`config.mk`:
```
export PLATFORM = sky130hd
export DESIGN_NAME = calc_ctrl
export DESIGN_NICKNAME = d
export VERILOG_FILES = /design/src/rtl/calc_pkg.sv /design/src/rtl/calc_sat3.sv /design/src/rtl/calc_ctrl.sv
export SDC_FILE = /design/constraint.sdc
export NUM_CORES = 1
export LEC_CHECK = 0
export ABC_AREA = 1
export BUFFER_PORTS_ARGS = -buffer_cell sky130_fd_sc_hd__buf_4
export CELL_PAD_IN_SITES_DETAIL_PLACEMENT = 0
export CELL_PAD_IN_SITES_GLOBAL_PLACEMENT = 1
export CORE_MARGIN = 2
export CORE_UTILIZATION = 30
export DETAILED_ROUTE_END_ITERATION = 10
export GPL_TIMING_DRIVEN = 0
export PLACE_DENSITY = 0.77
export SYNTH_ARGS = -nofsm -noshare
export SYNTH_HDL_FRONTEND = slang
export SYNTH_SLANG_ARGS = --single-unit
```
`constraint.sdc`:
```
create_clock -name clk -period 1.25 [get_ports clk]
set_input_delay 0.25 -clock clk [delete_from_list [all_inputs] [get_ports clk]]
set_output_delay 0.25 -clock clk [all_outputs]
set_load 0.03 [all_outputs]
```
`src/rtl/calc_pkg.sv`:
```
// Shared types and constants for the calculator sequencing controller.
package calc_pkg;

  typedef enum logic [1:0] {
    CMD_ADD = 2'b00,
    CMD_SUB = 2'b01,
    CMD_MUL = 2'b10,
    CMD_REM = 2'b11
  } cmd_e;

  typedef enum logic [1:0] {
    IDLE = 2'b00,
    EXEC = 2'b01,
    DONE = 2'b10
  } state_e;

  localparam logic [1:0] ALU_OP_ADDSUB = 2'b00;
  localparam logic [1:0] ALU_OP_MUL    = 2'b01;
  localparam logic [1:0] ALU_OP_REM    = 2'b10;

  localparam int SAT3_MAX = 3;
  localparam int SAT3_MIN = -4;

endpackage

```
`src/rtl/calc_sat3.sv`:
```
// Combinational 5-bit to 3-bit signed saturator; sat_flag_o marks a clamped value.
module calc_sat3
  import calc_pkg::*;
(
  input  logic signed [4:0] val_i,
  output logic signed [2:0] sat_o,
  output logic              sat_flag_o
);

  always_comb begin
    sat_o      = val_i[2:0];
    sat_flag_o = 1'b0;
    if (int'(val_i) > SAT3_MAX) begin
      sat_o      = 3'(SAT3_MAX);
      sat_flag_o = 1'b1;
    end else if (int'(val_i) < SAT3_MIN) begin
      sat_o      = 3'(SAT3_MIN);
      sat_flag_o = 1'b1;
    end
  end

endmodule

```
`src/rtl/calc_ctrl.sv`:
```
// Calculator ALU sequencer: accept, hold ALU inputs, capture, hand result off.
// Optional statistics counters are built when CALC_CTRL_STATS_EN is defined.
module calc_ctrl
  import calc_pkg::*;
#(
  parameter int ALU_LAT = 1
) (
  input  logic       clk,
  input  logic       rst_n,
  input  logic       in_valid,
  output logic       in_ready,
  input  logic [2:0] in_a,
  input  logic [2:0] in_b,
  input  logic [1:0] in_cmd,
  input  logic       in_chain,
  input  logic       clear,
  output logic [2:0] alu_a,
  output logic [2:0] alu_b,
  output logic [1:0] alu_op,
  output logic       alu_sub_en,
  input  logic [4:0] alu_r,
  output logic       out_valid,
  input  logic       out_ready,
  output logic [4:0] out_result,
  output logic       out_err,
  output logic       out_sat,
  output logic [7:0] stat_ops,
  output logic [7:0] stat_errs,
  output logic [1:0] dbg_state_o,
  output logic       dbg_acc_valid_o
);

  // Both ports use valid/ready: a transfer happens on a rising edge where
  // valid && ready; valid holds and payload stays stable until that edge.

  state_e             state_q, state_d;
  logic [2:0]         cnt_q, cnt_d;
  logic signed [4:0]  acc_q, acc_d;
  logic               acc_valid_q, acc_valid_d;
  logic [2:0]         alu_a_q, alu_a_d, alu_b_q, alu_b_d;
  logic [1:0]         alu_op_q, alu_op_d;
  logic               alu_sub_en_q, alu_sub_en_d;
  logic [4:0]         out_result_q, out_result_d;
  logic               out_err_q, out_err_d;
  logic               out_sat_q, out_sat_d;
  logic               use_chain;
  logic               rem_zero;
  logic signed [2:0]  acc_sat;
  logic               acc_sat_flag;

  calc_sat3 u_sat3 (
    .val_i      (acc_q),
    .sat_o      (acc_sat),
    .sat_flag_o (acc_sat_flag)
  );

  assign rem_zero = (alu_op_q == ALU_OP_REM) && (alu_b_q == 3'b000);

  always_comb begin
    state_d      = state_q;
    cnt_d        = cnt_q;
    acc_d        = acc_q;
    acc_valid_d  = acc_valid_q;
    alu_a_d      = alu_a_q;
    alu_b_d      = alu_b_q;
    alu_op_d     = alu_op_q;
    alu_sub_en_d = alu_sub_en_q;
    out_result_d = out_result_q;
    out_err_d    = out_err_q;
    out_sat_d    = out_sat_q;
    use_chain    = 1'b0;
    case (state_q)
      IDLE: begin
        // clear beats chaining even when it arrives with the request
        if (clear) acc_valid_d = 1'b0;
        use_chain = in_chain && acc_valid_q && !clear;
        if (in_valid) begin
          alu_a_d      = use_chain ? acc_sat : in_a;
          alu_b_d      = in_b;
          out_sat_d    = use_chain && acc_sat_flag;
          alu_sub_en_d = 1'b0;
          case (cmd_e'(in_cmd))
            CMD_ADD: alu_op_d = ALU_OP_ADDSUB;
            CMD_SUB: begin
              alu_op_d     = ALU_OP_ADDSUB;
              alu_sub_en_d = 1'b1;
            end
            CMD_MUL: alu_op_d = ALU_OP_MUL;
            default: alu_op_d = ALU_OP_REM;
          endcase
          cnt_d   = 3'(ALU_LAT);
          state_d = EXEC;
        end
      end
      EXEC: begin
        if (cnt_q == 3'd0) begin
          if (rem_zero) begin
            out_result_d = 5'd0;
            out_err_d    = 1'b1;
            acc_valid_d  = 1'b0;
          end else begin
            out_result_d = alu_r;
            out_err_d    = 1'b0;
            acc_d        = alu_r;
            acc_valid_d  = 1'b1;
          end
          state_d = DONE;
        end else begin
          cnt_d = cnt_q - 3'd1;
        end
      end
      DONE: begin
        if (out_ready) state_d = IDLE;
      end
      default: state_d = IDLE;
    endcase
  end

  always_ff @(posedge clk or negedge rst_n) begin
    if (!rst_n) begin
      state_q      <= IDLE;
      cnt_q        <= 3'd0;
      acc_q        <= 5'sd0;
      acc_valid_q  <= 1'b0;
      alu_a_q      <= 3'd0;
      alu_b_q      <= 3'd0;
      alu_op_q     <= 2'd0;
      alu_sub_en_q <= 1'b0;
      out_result_q <= 5'd0;
      out_err_q    <= 1'b0;
      out_sat_q    <= 1'b0;
    end else begin
      state_q      <= state_d;
      cnt_q        <= cnt_d;
      acc_q        <= acc_d;
      acc_valid_q  <= acc_valid_d;
      alu_a_q      <= alu_a_d;
      alu_b_q      <= alu_b_d;
      alu_op_q     <= alu_op_d;
      alu_sub_en_q <= alu_sub_en_d;
      out_result_q <= out_result_d;
      out_err_q    <= out_err_d;
      out_sat_q    <= out_sat_d;
    end
  end

  assign in_ready        = (state_q == IDLE);
  assign out_valid       = (state_q == DONE);
  assign alu_a           = alu_a_q;
  assign alu_b           = alu_b_q;
  assign alu_op          = alu_op_q;
  assign alu_sub_en      = alu_sub_en_q;
  assign out_result      = out_result_q;
  assign out_err         = out_err_q;
  assign out_sat         = out_sat_q;
  assign dbg_state_o     = state_q;
  assign dbg_acc_valid_o = acc_valid_q;

`ifdef CALC_CTRL_STATS_EN
  logic [7:0] stat_ops_q, stat_errs_q;
  logic       accept, err_capture;

  assign accept      = (state_q == IDLE) && in_valid;
  assign err_capture = (state_q == EXEC) && (cnt_q == 3'd0) && rem_zero;

  always_ff @(posedge clk or negedge rst_n) begin
    if (!rst_n) begin
      stat_ops_q  <= 8'd0;
      stat_errs_q <= 8'd0;
    end else begin
      if (accept && stat_ops_q != 8'hff) stat_ops_q <= stat_ops_q + 8'd1;
      if (err_capture && stat_errs_q != 8'hff) stat_errs_q <= stat_errs_q + 8'd1;
    end
  end

  assign stat_ops  = stat_ops_q;
  assign stat_errs = stat_errs_q;
`else
  assign stat_ops  = 8'd0;
  assign stat_errs = 8'd0;
`endif

endmodule
```
=== After elaboration in Yosys (flattened, before gate mapping) ===
Index checks and enable logic that the tools add are counted.
W data, S select, Z words.

* $add $sub $neg: 1
* Order comparisons: 2
* Equal/unequal tests: 10
* Muxes and demuxes: 20
* Bitwise gates (word level): 1
* Reductions and logical operators: 17

{| class="wikitable"
|+ Operators by type and width
! cell !! count
|-
| $mux W3 || 5
|-
| $reduce_and A3 Y1 || 4
|-
| $mux W1 || 7
|-
| $eq A2 B2 Y1 const B || 3
|-
| $logic_not A3 Y1 || 2
|-
| $mux W2 || 3
|-
| $ne A2 B2 Y1 const B || 3
|-
| $pmux W2 S3 || 1
|-
| $pmux W3 S2 || 1
|-
| $gt A5 B3 Y1 const B || 1
|-
| $lt A5 B3 Y1 const B || 1
|-
| $mux W5 || 1
|-
| $eq A2 B1 Y1 const B || 2
|-
| $logic_and A1 B1 Y1 || 4
|-
| $logic_not A2 Y1 || 2
|-
| $ne A2 B1 Y1 const B || 2
|-
| $pmux W2 S2 || 1
|-
| $reduce_and A2 Y1 || 2
|-
| $sub A3 B1 Y3 const B || 1
|-
| $pmux W1 S2 || 1
|-
| $reduce_bool A2 Y1 || 1
|-
| $reduce_or A2 Y1 || 1
|-
| $logic_not A1 Y1 || 1
|-
| $not A1 Y1 || 1
|}

* Register bits: 27
* Input port bits: 19

=== Logic depth before layout (Yosys ltp) ===
* Depth in word-level cells: 5
* Mapped depth: 9
* Mapped depth without buffers: 9

=== Modules after synthesis ===
Synthesis repeated with hierarchy kept, for this count alone.

* Cells, all modules: 166
* Area total of the unflattened synthesis: 1350.0 sq um

{| class="wikitable"
|+ By module, submodules not included
! module !! times used !! cells each !! area an instance (sq um) !! seq. area each (sq um)
|-
| calc_ctrl || 1 || 157 || 1312.5 || 675.6
|-
| calc_sat3 || 1 || 9 || 37.5 || 0.0
|}

=== Least setup slack after synthesis ===
Ideal clock, no wire load.

* Path type: reg-to-reg
* From: register state_q[0], in the netlist dbg_state_o[0]
* To: register alu_a_q[0], in the netlist alu_a[0]
* Setup time: 122 ps
* Arrival time: 1353 ps
* Slack: -225 ps
* Cell stages (with the launch flop): 6
* Cell sequence: dfrtp_1 -> nor2_2 -> nand2_2 -> buf_6 -> a21oi_1 -> a21oi_1

* Cells in the longest elaborated chain, start to end: 2

{| class="wikitable"
|+ RTL lines
! element !! line !! source
|-
| start: declaration || calc_ctrl.sv:36 || <nowiki>state_e state_q, state_d;</nowiki>
|-
| start signal: assignment || calc_ctrl.sv:133 || <nowiki>state_q <= state_d;</nowiki>
|-
| $logic_not A2 Y1 || -- ||
|-
| net in_ready || calc_ctrl.sv:11 || <nowiki>output logic in_ready,</nowiki>
|-
| $reduce_and A2 Y1 (no line) || -- ||
|-
| end signal: assignment || calc_ctrl.sv:137 || <nowiki>alu_a_q <= alu_a_d;</nowiki>
|-
| end: declaration || calc_ctrl.sv:40 || <nowiki>logic [2:0] alu_a_q, alu_a_d, alu_b_q, alu_b_d;</nowiki>
|}

The timed path passes the listed nets, and every way through them passes these cells.
A chain may end at the register's enable or synchronous reset.

=== Worst setup path in the final report ===
* From: register state_q[0], in the netlist dbg_state_o[0]
* To: output port out_valid

* Cells in the longest elaborated chain, start to end: 1

{| class="wikitable"
|+ RTL lines
! element !! line !! source
|-
| $eq A2 B2 Y1 || calc_ctrl.sv:148 || <nowiki>assign out_valid = (state_q == DONE);</nowiki>
|-
| end: declaration || calc_ctrl.sv:22 || <nowiki>output logic out_valid,</nowiki>
|}

Every way passes these cells.

==> summary.txt <==
Worst hold path
  • Worst Hold Class: in2reg
  • WHS Path Cells: 2

Clocking
  • Clock sink count: 27
  • Worst-path clk slew: 0.09 ns
  • Maximum clock path buffer count: 2
  • CTS root buffer: clkbuf_8
  • CTS tree: yes
  • CTS H-tree lvls: 1
  • Clk_lat worst skew: 0.27 ns
  • TritonCTS Buffers: 3

GRT
  • Pin count of the biggest net entering global routing: 28
  • Initial antenna violation count: 0
  • M1 GR Usage: 0.160
  • GR Util met2: 0.192
  • Most used routing layer: met2
  • Met3 Usage GRT: 0.0299
  • GRT Util Overall: 0.120
  • First-pass GRT wire length: 4.86 mm
  • Vias in the first global route: between 1k and 1.5k
  • Grt ovf: 0

Timing
  • Setup repair after global routing missed its margin: true
  • Fmax: 785 MHz
  • Final worst setup slack: -0.0239 ns
  • Final min period: 1.27 ns
  • Pins over their slew limit: 0
  • Clock Skews: around 0.0084 ns
  • Final setup fails: 3
  • Setup TNS: -0.0298 ns
  • Final Hold Viols: 0
  • Period utilization: 1.02

Route
  • DRT Pass-1 Iters: 4
  • Vias per cell: 4.09
  • Via count: 1,103
  • WL/cell: 10.1 um
  • DRT iter0 DRCs: 44
  • DRC errors left: 0
  • ANT nets after route: 0
  • Post-Route WL: 2.72 mm

Layout
  • Fin cells: between 200 and 300
  • Post-Route Utilization: 0.455
  • # diodes: 0
  • Area grow syn2layout: 47.2%
  • Filler Cell Count: 456
  • Most frequent cells in the layout: buf_4, nand2_1, dfrtp_1, conb_1, nand2_2
  • Area of the multi-input gates: 614 um^2
  • Register area: 678 um^2
  • Final nets: 240
  • Most common cell after layout, fill and taps aside: buf_4
  • Share of cells above drive strength 1: 0.486

Logic synthesis
  • Cell taking the most area after synthesis: dfrtp_1
  • Post-synth EDFFs: 0
  • Yosys cell types: 24
  • Mapped Area: 0.00134 mm^2
  • Share of flip-flops with an asynchronous set or reset: 1.00
  • Syn avg cell area: 8.67 um^2
  • Seq/Total Area, Yosys: 0.506
  • Yosys warnings: 0
  • FF+latch count, synth: 27
  • Top FF cell, synth: dfrtp_1
  • Syn Inst Count: 154
  • Area contributors post-synth: dfrtp_1, nand2_1, buf_4, inv_1, nand3_1
  • Synth top area share: 0.506

Placement
  • Placed cell count: 260
  • Post-place setup slack: -0.0967 ns
  • GPL Wtd Cong: approximately 0.74
  • Number of port buffers: 39
  • Post-DP HPWL: 2.07 mm

Die
  • Total core area: between 0.004 and 0.005 mm^2
  • Die Y-Extent: around 71 um
  • Initial Utilization: 0.309
  • FP Rows: 24
  • Die X: 70.7 um
  • # IOs: 56
  • Die Footprint: 0.00500 mm^2

Critical path
  • Critical Setup Path Class: reg2out
  • WP depth: 2
  • Reg2Reg Depth: 9
  • WP buf/inv: 1
  • Crit path max-delay cell type: dfrtp_2
  • Startpoint types: register
  • Largest fanout on the critical path: 6
  • CP required: 1.00 ns
  • Top delay family on crit path: flip-flops
  • Critical-path cell list: nor2_2, buf_6
  • Critical Path End Type: output pin
  • Worst Path Arrival: 1.02 ns
  • Crit path largest cell delay: 0.48 ns

Power and ir drop
  • Power per standard cell area: roughly 2500 mW/mm^2
  • Peak VDD IR: 0.000989 V
  • Lkg Pwr: between 1 and 1.5 nW

Flow run
  • Max-cap violations: 0

Outcome
  • Failing checks: negative setup slack
  • Outcome: finished with violations
## through the flow
| stage | area [um^2] | hold slack [ns] | power, mW |
|---|---|---|---|
| after floorplan | 1400 | -0.0456 | 3.33 |
| final | 1970 | 0.141 | 5.00 |
| after global placement | 1760 | 0.185 | 4.11 |
| after CTS | 1860 | 0.134 | 4.78 |
| after detailed placement | 1760 | 0.184 | 4.15 |
| after global routing | 1970 | 0.137 | 5.45 |
## flip-flops by register name, indices dropped and copies added, names as in the netlist
name             count
out_err              1
alu_b                3
dbg_state_o          2
acc_q                5
out_sat              1
dbg_acc_valid_o      1
cnt_q                3
alu_a                3
out_result           5
alu_sub_en           1
alu_op               2
## cell usage after synthesis, types with 2 or more instances
cell type / instances
inv_2: 2
nand2_4: 2
buf_4: 16
nand3_1: 9
o21ai_0: 6
a21oi_1: 8
inv_1: 13
buf_6: 2
nor2_1: 12
nand2_2: 4
ha_1: 2
dfrtp_1: 27
nand2_1: 40
## worst paths after layout
| kind | from | endpoint | slack, ns |
|---|---|---|---|
| setup / recovery | dbg_state_o[0]$_DFFE_PN0P_ | out_valid | -0.02 |
| hold reg to reg | out_result[1]$_DFFE_PN0P_ | out_result[1]$_DFFE_PN0P_ | 0.49 |
| hold / removal | out_ready | dbg_state_o[1]$_DFFE_PN0P_ | 0.14 |
| max in group asynchronous | rst_n | dbg_state_o[1]$_DFFE_PN0P_ | 0.57 |
| setup reg to reg | cnt_q[1]$_DFFE_PN0P_ | acc_q[2]$_DFFE_PN0P_ | 0 |
| min in group asynchronous | rst_n | alu_b[1]$_DFFE_PN0P_ | 0.41 |
## what timing repair did
item / in CTS / in global routing
buffers inserted: 3 / 2
hold buffers: 1 / 0
pin swaps: 3 / 5
resized for setup: 7 / 28
endpoints found under the hold margin: 27 / 0
endpoints found under the setup margin: 16 / 17
## layout make-up
cell class | count | share of cell area
Timing Repair Buffer | 45 | 0.179
Buffer | 18 | 0.0726
Multi-Input combinational cell | 108 | 0.313
Clock inverter | 1 | 0.00255
Inverter | 16 | 0.0344
Sequential cell | 27 | 0.345
Clock buffer | 3 | 0.0210
Tap cell | 52 | 0.0331
## worst register-to-register path: cells and delay by family, from the launching register on
kind | cells | cell delay [ns]
buffers and inverters | 3 | 0.22
flip-flops | 1 | 0.38
AND/OR/NAND/NOR | 5 | 0.42
adder cells (fa/ha/maj) | 1 | 0.13
## power breakdown
group          leakage, nW  internal (mW)  switching [mW]
clock network       0.0255          0.223           0.263
logic                0.685           1.14            1.76
registers            0.331           1.29           0.322
total                 1.04           2.65            2.35
## per-layer routing
metal	vias up	routed length [um]
met4	0	38
met5	-	0
met1	481	1220
met3	4	215
li1	580	-
met2	38	1250
## kinds of logic (layout without fill, tap and decap cells)
group	count (synthesis)	in the layout	synth area share
simple gates	71	71	0.233
compound gates	19	19	0.0834
buf+inv	34	83	0.156
other cells	1	16	0.00281
flops	27	27	0.506
fa+ha+maj	2	2	0.0187
(Power assumes the default switching activity.)
